==> src/rtl/st_packet_channel_arbiter_pkg.sv <==
// Shared types and the round-robin search used by the packet channel arbiter.
package st_arb_pkg;

  localparam int MAX_IN = 8;
  localparam int IDX_W  = 3;

  typedef enum logic {
    IDLE = 1'b0,
    BUSY = 1'b1
  } state_t;

  typedef struct packed {
    logic             found;
    logic [IDX_W-1:0] idx;
  } rr_t;

  // First set bit of valid, scanning upward from last+1 and wrapping at num.
  function automatic rr_t rr_next(input logic [MAX_IN-1:0] valid,
                                  input logic [IDX_W-1:0]  last,
                                  input int                num);
    rr_t              r;
    int               i;
    logic [IDX_W-1:0] ii;
    r = '0;
    for (int k = 1; k <= MAX_IN; k++) begin
      i  = (int'(last) + k) % num;
      ii = IDX_W'(i);
      if (k <= num && !r.found && valid[ii]) begin
        r.found = 1'b1;
        r.idx   = ii;
      end
    end
    return r;
  endfunction

endpackage

==> src/rtl/st_packet_channel_arbiter_out_reg.sv <==
// One-entry registered output stage; accepts a new beat whenever empty or draining.
module st_out_reg #(
  parameter int DATA_W    = 8,
  parameter int CHANNEL_W = 8
) (
  input  logic                 clk,
  input  logic                 reset,
  input  logic                 load,
  input  logic [DATA_W-1:0]    data,
  input  logic [CHANNEL_W-1:0] channel,
  input  logic                 sop,
  input  logic                 eop,
  input  logic                 out_ready,
  output logic                 accept,
  output logic                 out_valid,
  output logic [DATA_W-1:0]    out_data,
  output logic [CHANNEL_W-1:0] out_channel,
  output logic                 out_startofpacket,
  output logic                 out_endofpacket
);

  assign accept = !out_valid || out_ready;

  always_ff @(posedge clk or posedge reset) begin
    if (reset) begin
      out_valid         <= 1'b0;
      out_data          <= '0;
      out_channel       <= '0;
      out_startofpacket <= 1'b0;
      out_endofpacket   <= 1'b0;
    end else if (accept) begin
      out_valid <= load;
      if (load) begin
        out_data          <= data;
        out_channel       <= channel;
        out_startofpacket <= sop;
        out_endofpacket   <= eop;
      end
    end
  end

endmodule

==> src/rtl/st_packet_channel_arbiter.sv <==
// Packet-atomic round-robin arbiter merging NUM_IN Avalon-ST sources onto one
// registered stream, tagging each beat with the winning source index.
module st_packet_channel_arbiter
  import st_arb_pkg::*;
#(
  parameter int NUM_IN    = 2,
  parameter int DATA_W    = 8,
  parameter int CHANNEL_W = 8
) (
  input  logic                     clk,
  input  logic                     reset,
  input  logic [NUM_IN-1:0]        in_valid,
  output logic [NUM_IN-1:0]        in_ready,
  input  logic [NUM_IN*DATA_W-1:0] in_data,
  input  logic [NUM_IN-1:0]        in_startofpacket,
  input  logic [NUM_IN-1:0]        in_endofpacket,
  output logic                     out_valid,
  input  logic                     out_ready,
  output logic [DATA_W-1:0]        out_data,
  output logic [CHANNEL_W-1:0]     out_channel,
  output logic                     out_startofpacket,
  output logic                     out_endofpacket,
  output logic                     proto_err
);

  if (NUM_IN < 1 || NUM_IN > MAX_IN) begin : g_bad_num_in
    $error("st_packet_channel_arbiter: NUM_IN must be in 1..8");
  end
  if ($clog2(NUM_IN) > CHANNEL_W) begin : g_bad_channel_w
    $error("st_packet_channel_arbiter: CHANNEL_W too narrow for NUM_IN");
  end

  logic [MAX_IN-1:0]        valid_ext;
  logic [MAX_IN-1:0]        sop_ext;
  logic [MAX_IN-1:0]        eop_ext;
  logic [MAX_IN-1:0]        ready_ext;
  logic [MAX_IN*DATA_W-1:0] data_ext;

  state_t           state;
  state_t           next_state;
  logic [IDX_W-1:0] grant_idx;
  logic [IDX_W-1:0] last_grant;
  logic [IDX_W-1:0] sel;
  logic             xfer;
  logic             err;
  logic             accept;
  rr_t              rr;

  assign valid_ext = MAX_IN'(in_valid);
  assign sop_ext   = MAX_IN'(in_startofpacket);
  assign eop_ext   = MAX_IN'(in_endofpacket);
  assign data_ext  = (MAX_IN*DATA_W)'(in_data);
  assign in_ready  = ready_ext[NUM_IN-1:0];

  always_comb begin
    next_state = state;
    ready_ext  = '0;
    sel        = grant_idx;
    xfer       = 1'b0;
    err        = 1'b0;
    rr         = rr_next(valid_ext, last_grant, NUM_IN);
    case (state)
      IDLE: begin
        if (rr.found && accept) begin
          sel            = rr.idx;
          ready_ext[sel] = 1'b1;
          xfer           = 1'b1;
          err            = !sop_ext[sel];
          if (!eop_ext[sel]) next_state = BUSY;
        end
      end
      BUSY: begin
        ready_ext[grant_idx] = accept;
        xfer = accept && valid_ext[grant_idx];
        // A stray SOP is flagged but does not end the grant; only EOP does.
        err  = xfer && sop_ext[grant_idx];
        if (xfer && eop_ext[grant_idx]) next_state = IDLE;
      end
      default: next_state = IDLE;
    endcase
  end

  always_ff @(posedge clk or posedge reset) begin
    if (reset) begin
      state      <= IDLE;
      grant_idx  <= '0;
      last_grant <= IDX_W'(NUM_IN - 1);
      proto_err  <= 1'b0;
    end else begin
      state     <= next_state;
      proto_err <= err;
      if (state == IDLE && xfer) grant_idx <= sel;
      if (xfer && eop_ext[sel]) last_grant <= sel;
    end
  end

  st_out_reg #(
    .DATA_W   (DATA_W),
    .CHANNEL_W(CHANNEL_W)
  ) u_out_reg (
    .clk              (clk),
    .reset            (reset),
    .load             (xfer),
    .data             (data_ext[sel*DATA_W +: DATA_W]),
    .channel          (CHANNEL_W'(sel)),
    .sop              (sop_ext[sel]),
    .eop              (eop_ext[sel]),
    .out_ready        (out_ready),
    .accept           (accept),
    .out_valid        (out_valid),
    .out_data         (out_data),
    .out_channel      (out_channel),
    .out_startofpacket(out_startofpacket),
    .out_endofpacket  (out_endofpacket)
  );

endmodule
==> config.mk <==
export PLATFORM = sky130hd
export DESIGN_NAME = st_packet_channel_arbiter
export DESIGN_NICKNAME = d
export VERILOG_FILES = /design/src/rtl/st_packet_channel_arbiter_pkg.sv /design/src/rtl/st_packet_channel_arbiter_out_reg.sv /design/src/rtl/st_packet_channel_arbiter.sv
export SDC_FILE = /design/constraint.sdc
export NUM_CORES = 1
export LEC_CHECK = 0
export CAP_MARGIN = 10
export CORE_AREA = 2 2 56 58
export DETAILED_ROUTE_END_ITERATION = 10
export DIE_AREA = 0 0 58 60
export PLACE_DENSITY = 0.77
export SLEW_MARGIN = 30
export SYNTH_ARGS = -nofsm -noshare
export SYNTH_HDL_FRONTEND = slang
export SYNTH_SLANG_ARGS = --single-unit
==> constraint.sdc <==
create_clock -name clk -period 1.8 [get_ports clk]
set_clock_uncertainty 0.15 [all_clocks]
set_input_delay 0.45 -clock clk [delete_from_list [all_inputs] [get_ports clk]]
set_output_delay 0.45 -clock clk [all_outputs]
set_load 0.02 [all_outputs]
==> results.yml <==
yosys:
  ys_warn_count: 0
  synth_ff_type: "dfrtp_1"
  synth_top_cell_by_area: "dfrtp_1"
  async_flop_share: 1.000
  ys_ff_latch: 20
  yosysSeqAreaShare: 0.4326
  synth_top_area_share: 0.4099
  synth_edf_count: 0
  syn-cell-area_um2: 1160
  synth_area_per_cell_um2: 10.84
  synth_cell_types: 35
  synth_area_leaders: "dfrtp_1 (41%), a2bb2oi_1 (6.8%), a32oi_1 (6.8%)"
  syn_inst: 107
die:
  dieArea_um2: 3480
  rows: 20
  core_um2: 2903
  io_pins: 47
  initial_utilization: 0.3996
  die_h_um: 60
  fp.dieW_um: 58
grt:
  track_usage: 0.2189
  grt_pass1_vias: 1285
  grt_pass1_wl_mm: 5.630
  grt.overflow.total: 0
  antenna_found_initial: 0
  grt_max_degree: 21
critical_path:
  worstPathMaxFanout: 3
  crit_family: "flip-flops"
  cp.arrival_ns: 1.28
  slowest_stage: "dfstp_2"
  criticalPathCategory: "flip-flop to output pin"
  r2r_start: "u_out_reg.out_valid"
  cp.required_ns: 1.20
  startpoint_type: "flip-flop"
  r2r-end: "u_out_reg.out_data[0]"
  crit_cells: 3
  critPathLaunch: "last_grant[0]"
  r2r_setup_slack_ns: -0.03
  cp-endpoint: "in_ready[0]"
  r2r_cells: 6
  crit_buf_inv: 1
  crit_chain: "o2111ai_4 > o21ai_2 > buf_6"
  cpPeakStageDelay_ns: 0.60
  cp-end-kind: "output pin"
clock_network:
  cts_tree: "built"
  postCtsHoldBufs: 0
  cts_sinks: 20
  cts_buffers: 3
  clk_path_buf_depth: 2
  clk_pin_slew_worst_paths_ns: 0.11
  clk_latency_ns: 0.29
  htreeDepth: 1
  clockRootBuffer: "clkbuf_4"
drt:
  drt-initial-drc-count: 24
  drt-pass1-iter-count: 4
  postRouteAntennaNets: 0
  avgRoutedWirePerCell_um: 17.83
  vias: 1166
  routed_wl_mm: 3.709
  post-route-drc-count: 0
  vias_per_cell: 5.606
power:
  p_total_w: 0.003241
  ir_worst_vdd_mv: 1.008
  power_per_cell_area_nw_per_um2: 1649
  leakagePower_nw: 0.8826
run_status:
  status: "finished, violations left"
  violations: "negative setup slack"
layout:
  fillers: 237
  postLayoutCoreUtil: 0.6772
  layout.nets: 201
  diodes: 0
  area_growth_pct: 69.47
  layout-drive-gt1-share: 0.3829
timing:
  finalCritPeriodShare: 1.042
  fin_setup_tns_ns: -0.2899
  hold_slack_ns: 0.3123
  max_freq_mhz: 533.0
  setup_slack_ns: -0.07627
  layout_min_cycle_time_ns: 1.876
  setup_viol: 12
  hold_violations: 0
  rsz0062_at_grt: "yes"
  drv_slew: 0
place:
  place.gp.congestion: 0.8528
  io_buffers: 41
  dpl.hpwl_mm: 2.673
min_path:
  min_path_type: "input pin to asynchronous set/reset pin"
job:
  cap_violations: 0
cells by family (layout without fill, tap and decap cells):
| group | count (synthesis) | after routing | share of synthesized area |
|---|---|---|---|
| AO/OA/AOI/OAI | 43 | 43 | 0.2762 |
| AND/OR/NAND/NOR | 22 | 22 | 0.1294 |
| other | 1 | 5 | 0.003233 |
| multiplexers | 3 | 3 | 0.03452 |
| buffers and inverters | 18 | 82 | 0.1241 |
| flip-flops | 20 | 20 | 0.4326 |
flip-flops by register name, summed over array words and instances, names as in the netlist:
signal	flops
grant_idx	3
last_grant	1
proto_err	1
state	1
u_out_reg.out_channel	3
u_out_reg.out_data	8
u_out_reg.out_endofpacket	1
u_out_reg.out_startofpacket	1
u_out_reg.out_valid	1
cells in the final DEF (no fill, tap or decap), types with 2 or more instances in the layout:
cell type,Yosys,layout
buf_6,4,7
clkdlybuf4s15_1,0,3
a32oi_2,0,3
nand3_2,0,2
and3_1,4,4
inv_1,5,4
a2bb2oi_1,9,8
clkdlybuf4s50_1,0,21
o21ai_0,13,10
nand2_1,3,3
conb_1,1,5
dlygate4sd2_1,0,15
and2_1,2,2
o21ai_1,0,2
a32oi_1,9,6
mux2_4,2,2
buf_4,7,24
dfrtp_1,19,19
clkbuf_4,0,3
what timing repair did:
action	4_1_cts	5_1_grt
cloned	0	1
setup endpoints to repair	33	12
endpoints found under the hold margin	0	0
pin swaps	7	5
setup buffers	1	1
gates resized for setup	53	15
tightest hold or removal path, stage by stage:
cell             delay [ns]
clkdlybuf4s50_1        0.40
inv_1                  0.05
buf_4                  0.26
through the flow:
step	cell area [um2]	cells	setup WS, ns
2_1_floorplan	1175	111	-0.03307
3_3_place_gp	1739	202	-0.8138
3_5_place_dp	1739	202	-0.8570
4_1_cts	1857	206	-0.09286
5_1_grt	1966	208	-0.1255
6_report	1966	208	-0.07627
power breakdown:
| group | leakage, nW | internal [W] | switching, W |
|---|---|---|---|
| sequential | 0.240 | 0.000645 | 0.000150 |
| combinational | 0.621 | 0.00111 | 0.00108 |
| clock | 0.0210 | 0.000123 | 0.000132 |
| total | 0.883 | 0.00188 | 0.00136 |
routing by layer:
metal / global-route usage / part of all wire
met3: 0.03030 / 0.051
met4: 0.1196 / 0.028
met2: 0.4188 / 0.55
met5: 0 / 0
met1: 0.2292 / 0.38
how the worst min path moves through the flow:
stage / start / to / slack (ns) / cells after the start
finish: reset / u_out_reg.out_data[3] / 0.31 / 3
CTS: reset / u_out_reg.out_channel[2] / 0.32 / 3
global route: reset / u_out_reg.out_channel[1] / 0.37 / 3
detailed placement: grant_idx[1] / grant_idx[1] / 0.33 / 1
global placement: grant_idx[1] / grant_idx[1] / 0.32 / 1
floorplan: reset / grant_idx[0] / 0.26 / 1
Yosys cell counts (all sizes together) (2+ instances only):
cell type / count
inv: 5
and3: 4
a32oi: 9
clkbuf: 2
a2bb2oi: 9
o21ai: 13
nor2: 3
nand3: 3
nand2: 4
and2: 3
a21boi: 2
a31oi: 2
mux2: 2
o31ai: 2
buf: 11
dfrtp: 19
area by class of cell:
class | count | area [um2] | share of cell area
Clock buffer | 4 | 36.28 | 0.01846
Inverter | 5 | 18.77 | 0.009548
Multi-Input combinational cell | 73 | 676.9 | 0.3444
Sequential cell | 20 | 501.7 | 0.2553
Tap cell | 33 | 41.29 | 0.02101
Timing Repair Buffer | 73 | 690.7 | 0.3514
(Power assumes the default switching activity.)
